File: config.mk
export PLATFORM = sky130hd
export DESIGN_NAME = sub86_mem_seq
export DESIGN_NICKNAME = d
export VERILOG_FILES = /design/src/rtl/sub86_mem_seq.sv
export SDC_FILE = /design/constraint.sdc
export NUM_CORES = 1
export LEC_CHECK = 0
export ABC_AREA = 1
export CAP_MARGIN = 5
export CORE_AREA = 2 2 139 141
export CTS_CLUSTER_DIAMETER = 30
export DETAILED_ROUTE_END_ITERATION = 8
export DIE_AREA = 0 0 141 143
export PLACE_DENSITY = 0.8
export SYNTH_ARGS = -nofsm -noshare
export SYNTH_HDL_FRONTEND = slang
export SYNTH_SLANG_ARGS = --single-unit
File: constraint.sdc
create_clock -name CLK -period 2 [get_ports CLK]
set_input_delay 0.6 -clock CLK [delete_from_list [all_inputs] [get_ports CLK]]
set_output_delay 0.6 -clock CLK [all_outputs]
set_load 0.01 [all_outputs]
File: src/rtl/sub86_mem_seq.sv
// Single-memory sequencer: arbitrates one synchronous 32-bit memory between
// core instruction fetch, core data access and a DMA port, then clock-enables the core.
module sub86_mem_seq #(
    parameter int WS = 1
) (
    input  logic        CLK,
    input  logic        RSTN,
    input  logic [31:0] IA,
    output logic [15:0] ID,
    input  logic [31:0] A,
    input  logic [31:0] Q,
    input  logic        DWRN,
    input  logic        DRD,
    input  logic [1:0]  BEN,
    output logic [31:0] D,
    output logic        CE,
    input  logic        HALT,
    input  logic        DREQ,
    input  logic [31:0] DADR,
    input  logic [31:0] DWD,
    input  logic        DWE,
    input  logic [3:0]  DBE,
    output logic        DGNT,
    output logic [31:0] DRDATA,
    output logic        MCS,
    output logic        MWEN,
    output logic [31:0] MA,
    output logic [31:0] MWD,
    output logic [3:0]  MBE,
    input  logic [31:0] MRD,
    output logic [2:0]  dbg_state
);

    typedef enum logic [2:0] {
        S_IDLE  = 3'd0,
        S_FETCH = 3'd1,
        S_DATA  = 3'd2,
        S_EXEC  = 3'd3,
        S_DMA   = 3'd4
    } state_t;

    localparam logic [2:0] WAIT_LOAD = 3'(WS);

    state_t      state;
    logic [2:0]  wait_cnt;
    logic        last_dma;
    logic [3:0]  data_mbe;
    logic [31:0] data_mwd;
    logic        data_req;
    logic        acc_done;
    logic        go_dma;
    logic        go_fetch;
    logic        unused_bits;

    assign unused_bits = ^{IA[0], DADR[1:0]};
    assign dbg_state   = state;
    assign data_req    = DRD | ~DWRN;
    assign acc_done    = (wait_cnt == 3'd0);

    // A pending DMA goes first only if the core had the last grant, or the core is halted.
    assign go_dma   = DREQ & (~last_dma | HALT);
    assign go_fetch = ~HALT & ~go_dma;

    always_comb begin
        data_mbe = 4'b1111;
        data_mwd = Q;
        case (BEN)
            2'b00: begin
                data_mbe = 4'b0001 << A[1:0];
                data_mwd = {4{Q[7:0]}};
            end
            2'b01: begin
                data_mbe = A[1] ? 4'b1100 : 4'b0011;
                data_mwd = {2{Q[15:0]}};
            end
            default: begin
                data_mbe = 4'b1111;
                data_mwd = Q;
            end
        endcase
    end

    always_ff @(posedge CLK or negedge RSTN) begin
        if (!RSTN) begin
            state    <= S_IDLE;
            wait_cnt <= 3'd0;
            last_dma <= 1'b1;
            CE       <= 1'b0;
            DGNT     <= 1'b0;
            ID       <= 16'h0000;
            D        <= 32'h0;
            DRDATA   <= 32'h0;
            MCS      <= 1'b0;
            MWEN     <= 1'b1;
            MBE      <= 4'b0000;
            MA       <= 32'h0;
            MWD      <= 32'h0;
        end else begin
            CE   <= 1'b0;
            DGNT <= 1'b0;
            case (state)
                S_IDLE: begin
                    // The DMA bus fields are captured here and held for the whole access.
                    if (go_dma) begin
                        state    <= S_DMA;
                        MCS      <= 1'b1;
                        MA       <= {DADR[31:2], 2'b00};
                        MWEN     <= ~DWE;
                        MBE      <= DBE;
                        MWD      <= DWD;
                        wait_cnt <= WAIT_LOAD;
                    end else if (go_fetch) begin
                        state    <= S_FETCH;
                        MCS      <= 1'b1;
                        MA       <= {IA[31:2], 2'b00};
                        MWEN     <= 1'b1;
                        MBE      <= 4'b1111;
                        wait_cnt <= WAIT_LOAD;
                        last_dma <= 1'b0;
                    end
                end
                S_FETCH: begin
                    if (acc_done) begin
                        ID <= IA[1] ? MRD[31:16] : MRD[15:0];
                        if (data_req) begin
                            state    <= S_DATA;
                            MA       <= {A[31:2], 2'b00};
                            MWEN     <= DWRN;
                            MBE      <= data_mbe;
                            MWD      <= data_mwd;
                            wait_cnt <= WAIT_LOAD;
                        end else begin
                            state <= S_EXEC;
                            CE    <= 1'b1;
                            MCS   <= 1'b0;
                            MWEN  <= 1'b1;
                            MBE   <= 4'b0000;
                        end
                    end else begin
                        wait_cnt <= wait_cnt - 3'd1;
                    end
                end
                S_DATA: begin
                    if (acc_done) begin
                        // MWEN high means this was a read; a write leaves D untouched.
                        if (MWEN) D <= MRD;
                        state <= S_EXEC;
                        CE    <= 1'b1;
                        MCS   <= 1'b0;
                        MWEN  <= 1'b1;
                        MBE   <= 4'b0000;
                    end else begin
                        wait_cnt <= wait_cnt - 3'd1;
                    end
                end
                S_EXEC: begin
                    state <= S_IDLE;
                end
                S_DMA: begin
                    if (acc_done) begin
                        if (MWEN) DRDATA <= MRD;
                        DGNT     <= 1'b1;
                        last_dma <= 1'b1;
                        state    <= S_IDLE;
                        MCS      <= 1'b0;
                        MWEN     <= 1'b1;
                        MBE      <= 4'b0000;
                    end else begin
                        wait_cnt <= wait_cnt - 3'd1;
                    end
                end
                default: begin
                    state <= S_IDLE;
                end
            endcase
        end
    end

endmodule

==> impl_metrics.csv <==
group,metric,value,unit
clock_network,cts_buffer_depth,2,
drt,wl,24880,um
clock_network,postCtsSetupRepairBufs,0,
pwr,power.leakage,5.727,nW
clock_network,cts_tree,"done",
floorplan,die_area,0.02016,mm2
setup_path,end_kind,"output pin",
final_layout,multi_input_area,0.003018,mm2
floorplan,die_x,141,um
clock_network,numCtsBuffers,17,
outcome,status,"completed",
yosys,synth_area_leaders,"dfrtp_1 (51%), nand2_1 (18%), o21ai_0 (9.0%)",
setup_path,crit_chain,"clkdlybuf4s50_1",
clock_network,root_buffer,"clkbuf_16",
timing,period_share,0.9820,
setup_path,crit_arrival,1.36,ns
timing,tightest_slew,0.5910,ns
grt,grt_max_degree,65,
setup_path,crit_family,"buffers and inverters",
floorplan,ioPinCount,360,
flow_run,drv_cap,0,
yosys,synth_cell_types,30,
drt,vias_per_cell,4.965,
timing,hold_violations,0,
timing,clock_skew,0.007273,ns
setup_path,max_stage_delay,0.58,ns
yosys,synth_commonest_cells,"nand2_1 (368), dfrtp_1 (155), o21ai_0 (135)",
final_layout,drive_above_1_share,0.06975,
clock_network,h-tree-depth,4,
yosys,ys_async_sr_fraction,1.000,
yosys,synth_edf_count,0,
floorplan,die_h,143,um
drt,dr_total_vias,7711,
placed_design,port_buffers,354,
drt,drc,0,
clock_network,numClockSinks,157,
setup_path,start_kind,"register",
yosys,synthesis.area,0.007535,mm2
pwr,irDropWorstVdd,0.8678,mV
timing,layout_min_cycle_time,1.964,ns
yosys,synth_seq_area_share,0.5218,
timing,setup_slack,0.03594,ns
yosys,netlist.area_leader.share,0.5148,
floorplan,rows,50,
timing,finalSetupViolCount,0,
drt,top_layer,"met4",
timing,rsz0062_at_grt,"no",
setup_path,r2r-start,"dbg_state[2]",
final_layout,utilization,0.6503,
grt,antenna_found_initial,0,
timing,slew_headroom,0.6060,
final_layout,num_antenna_cells,0,
yosys,synthFlopType,"dfrtp_1",
clock_network,clk-insertion-delay-late,0.43,ns
yosys,synthCells,952,
yosys,avgSynthCellArea,7.915,um2
setup_path,crit_path_start,"MWD[25]",
final_layout,regArea,0.003931,mm2
drt,antenna_left,0,
setup_path,cp_max_fo,2,
final_layout,n_fill_cell,1554,
placed_design,place_ws,-0.3035,ns
floorplan,coreArea,0.01858,mm2
clock_network,clk_pin_slew_worst_paths,0.07,ns
setup_path,crit_type,"reg -> out",
placed_design,dp_hpwl,18630,um
grt,grt_pass1_vias,7473,
pwr,p_per_area,1517,mW/mm2
min_path,min_path_type,"in -> async",
drt,first_iter_violations,381,
timing,report.final.slew_viol_count,0,
drt,firstDrtPassIters,5,
setup_path,slowest_stage,"clkdlybuf4s50_1",
floorplan,start_util,0.4055,
setup_path,critical_path_required,1.40,ns
yosys,synth_seq_cells,157,
grt,grt_use_total,0.2452,
yosys,synth_top_cell_by_area,"dfrtp_1",
clock_network,cts_hold_buf,0,
yosys,yosysMostFrequentCell,"nand2_1",
drt,wl_met2,12150,um
grt,grt.overflow.total,0,
grt,grt_pass1_wl,39010,um
drt,wl_met3,2298,um
timing,max_freq,509.2,MHz
yosys,ys_warn_count,0,
setup_path,cp.buffers_inverters,1,
placed_design,routabilityCongestion,0.8651,
final_layout,fin_nets,1513,
drt,routedWlPerCell,16.02,um
final_layout,area_delta_synth_final,60.36,%
drt,wl_met1,9838,um
layout by cell type (no fill, tap or decap), types with 2 or more instances in the layout:
master           Yosys  final
nand2_1            368    368
clkdlybuf4s50_1      0    343
dfrtp_1            155    155
o21ai_0            135    135
inv_1               66     66
nor2_1              40     40
o21ai_1             40     40
a31oi_1             30     30
buf_4                7     25
clkbuf_16            0     17
o211ai_1            16     16
buf_12               0     11
o22ai_1              8      8
nand3_1              7      7
nand2_2              6      6
dlymetal6s2s_1       0      6
inv_6                0      5
nor2_4               3      4
inv_8                0      4
dlygate4sd2_1        0      4
nor2_2               4      3
dfstp_2              2      2
nand3_2              2      2
inv_2                3      2
inv_4                1      2
ha_1                 2      2
conb_1               1      2
bufinv_16            0      2
clkinv_4             0      2
power breakdown:
part	internal, mW	total [mW]	switching [mW]
combinational	4.58	9.21	4.63
clock	1.93	3.41	1.48
sequential	4.82	5.70	0.885
per-layer routing:
layer  vias to the layer above  track usage
met2                       317       0.4195
met4                         0      0.08316
met1                      3574       0.2908
met5                         -            0
li1                       3778            -
met3                        42      0.08283
cells by family (layout without fill, tap and decap cells):
group,Yosys count,count (layout),synth area share
buffers and inverters,126,492,0.07888
other,1,2,0.0004977
xor gates and xnor gates,1,1,0.001163
AOI/OAI and AO/OA,231,231,0.1654
and+or+nand+nor,434,434,0.2290
adders and majority gates,2,2,0.003321
DFF,157,157,0.5218
registers in the layout (all words and copies together) (netlist names), 3 cells and up:
name / cells
ID: 16
DRDATA: 32
MBE: 4
MA: 30
MWD: 32
dbg_state: 3
wait_cnt: 3
D: 32
per-stage QoR:
| step | power, mW | instance area (um2) | setup TNS, ns | std cells | hold slack, ns |
|---|---|---|---|---|---|
| 6_report | 18.32 | 12080 | 0 | 1553 | 0.09184 |
| 4_1_cts | 18.48 | 12060 | 0 | 1553 | 0.1036 |
| 3_3_place_gp | 14.73 | 11450 | -7.481 | 1521 | 0.4555 |
| 5_1_grt | 19.61 | 12080 | 0 | 1553 | 0.1164 |
| 3_5_place_dp | 15.00 | 11450 | -9.612 | 1521 | 0.4616 |
| 2_1_floorplan | 10.21 | 7538 | 0 | 953 | 0.3044 |
worst paths after layout:
kind / endpoint / slack [ns] / depth (start not counted)
worst max register to register: MA[3] / 0.26 / 7
max in group asynchronous: last_dma / 1.28 / 2
worst max-delay path: MWD[25] / 0.04 / 1
min in group CLK: MBE[3] / 0.48 / 2
worst min-delay path: DRDATA[1] / 0.09 / 1
worst min register to register: MBE[3] / 0.48 / 2
final cells by class:
type                       count  share of cell area
clock inverter                14             0.01419
tap                          234             0.02423
sequential                   157              0.3254
clock buffer                  18             0.03635
inverter                      70             0.02216
timing repair buffer         390              0.3279
multi-input combinational    670              0.2498
repair_timing:
action | in CTS | in global routing
endpoints found under the setup margin | 4 | 19
cloned | 0 | 0
gates resized for setup | 4 | 9
No activity file was read; power rests on OpenSTA's default activity.
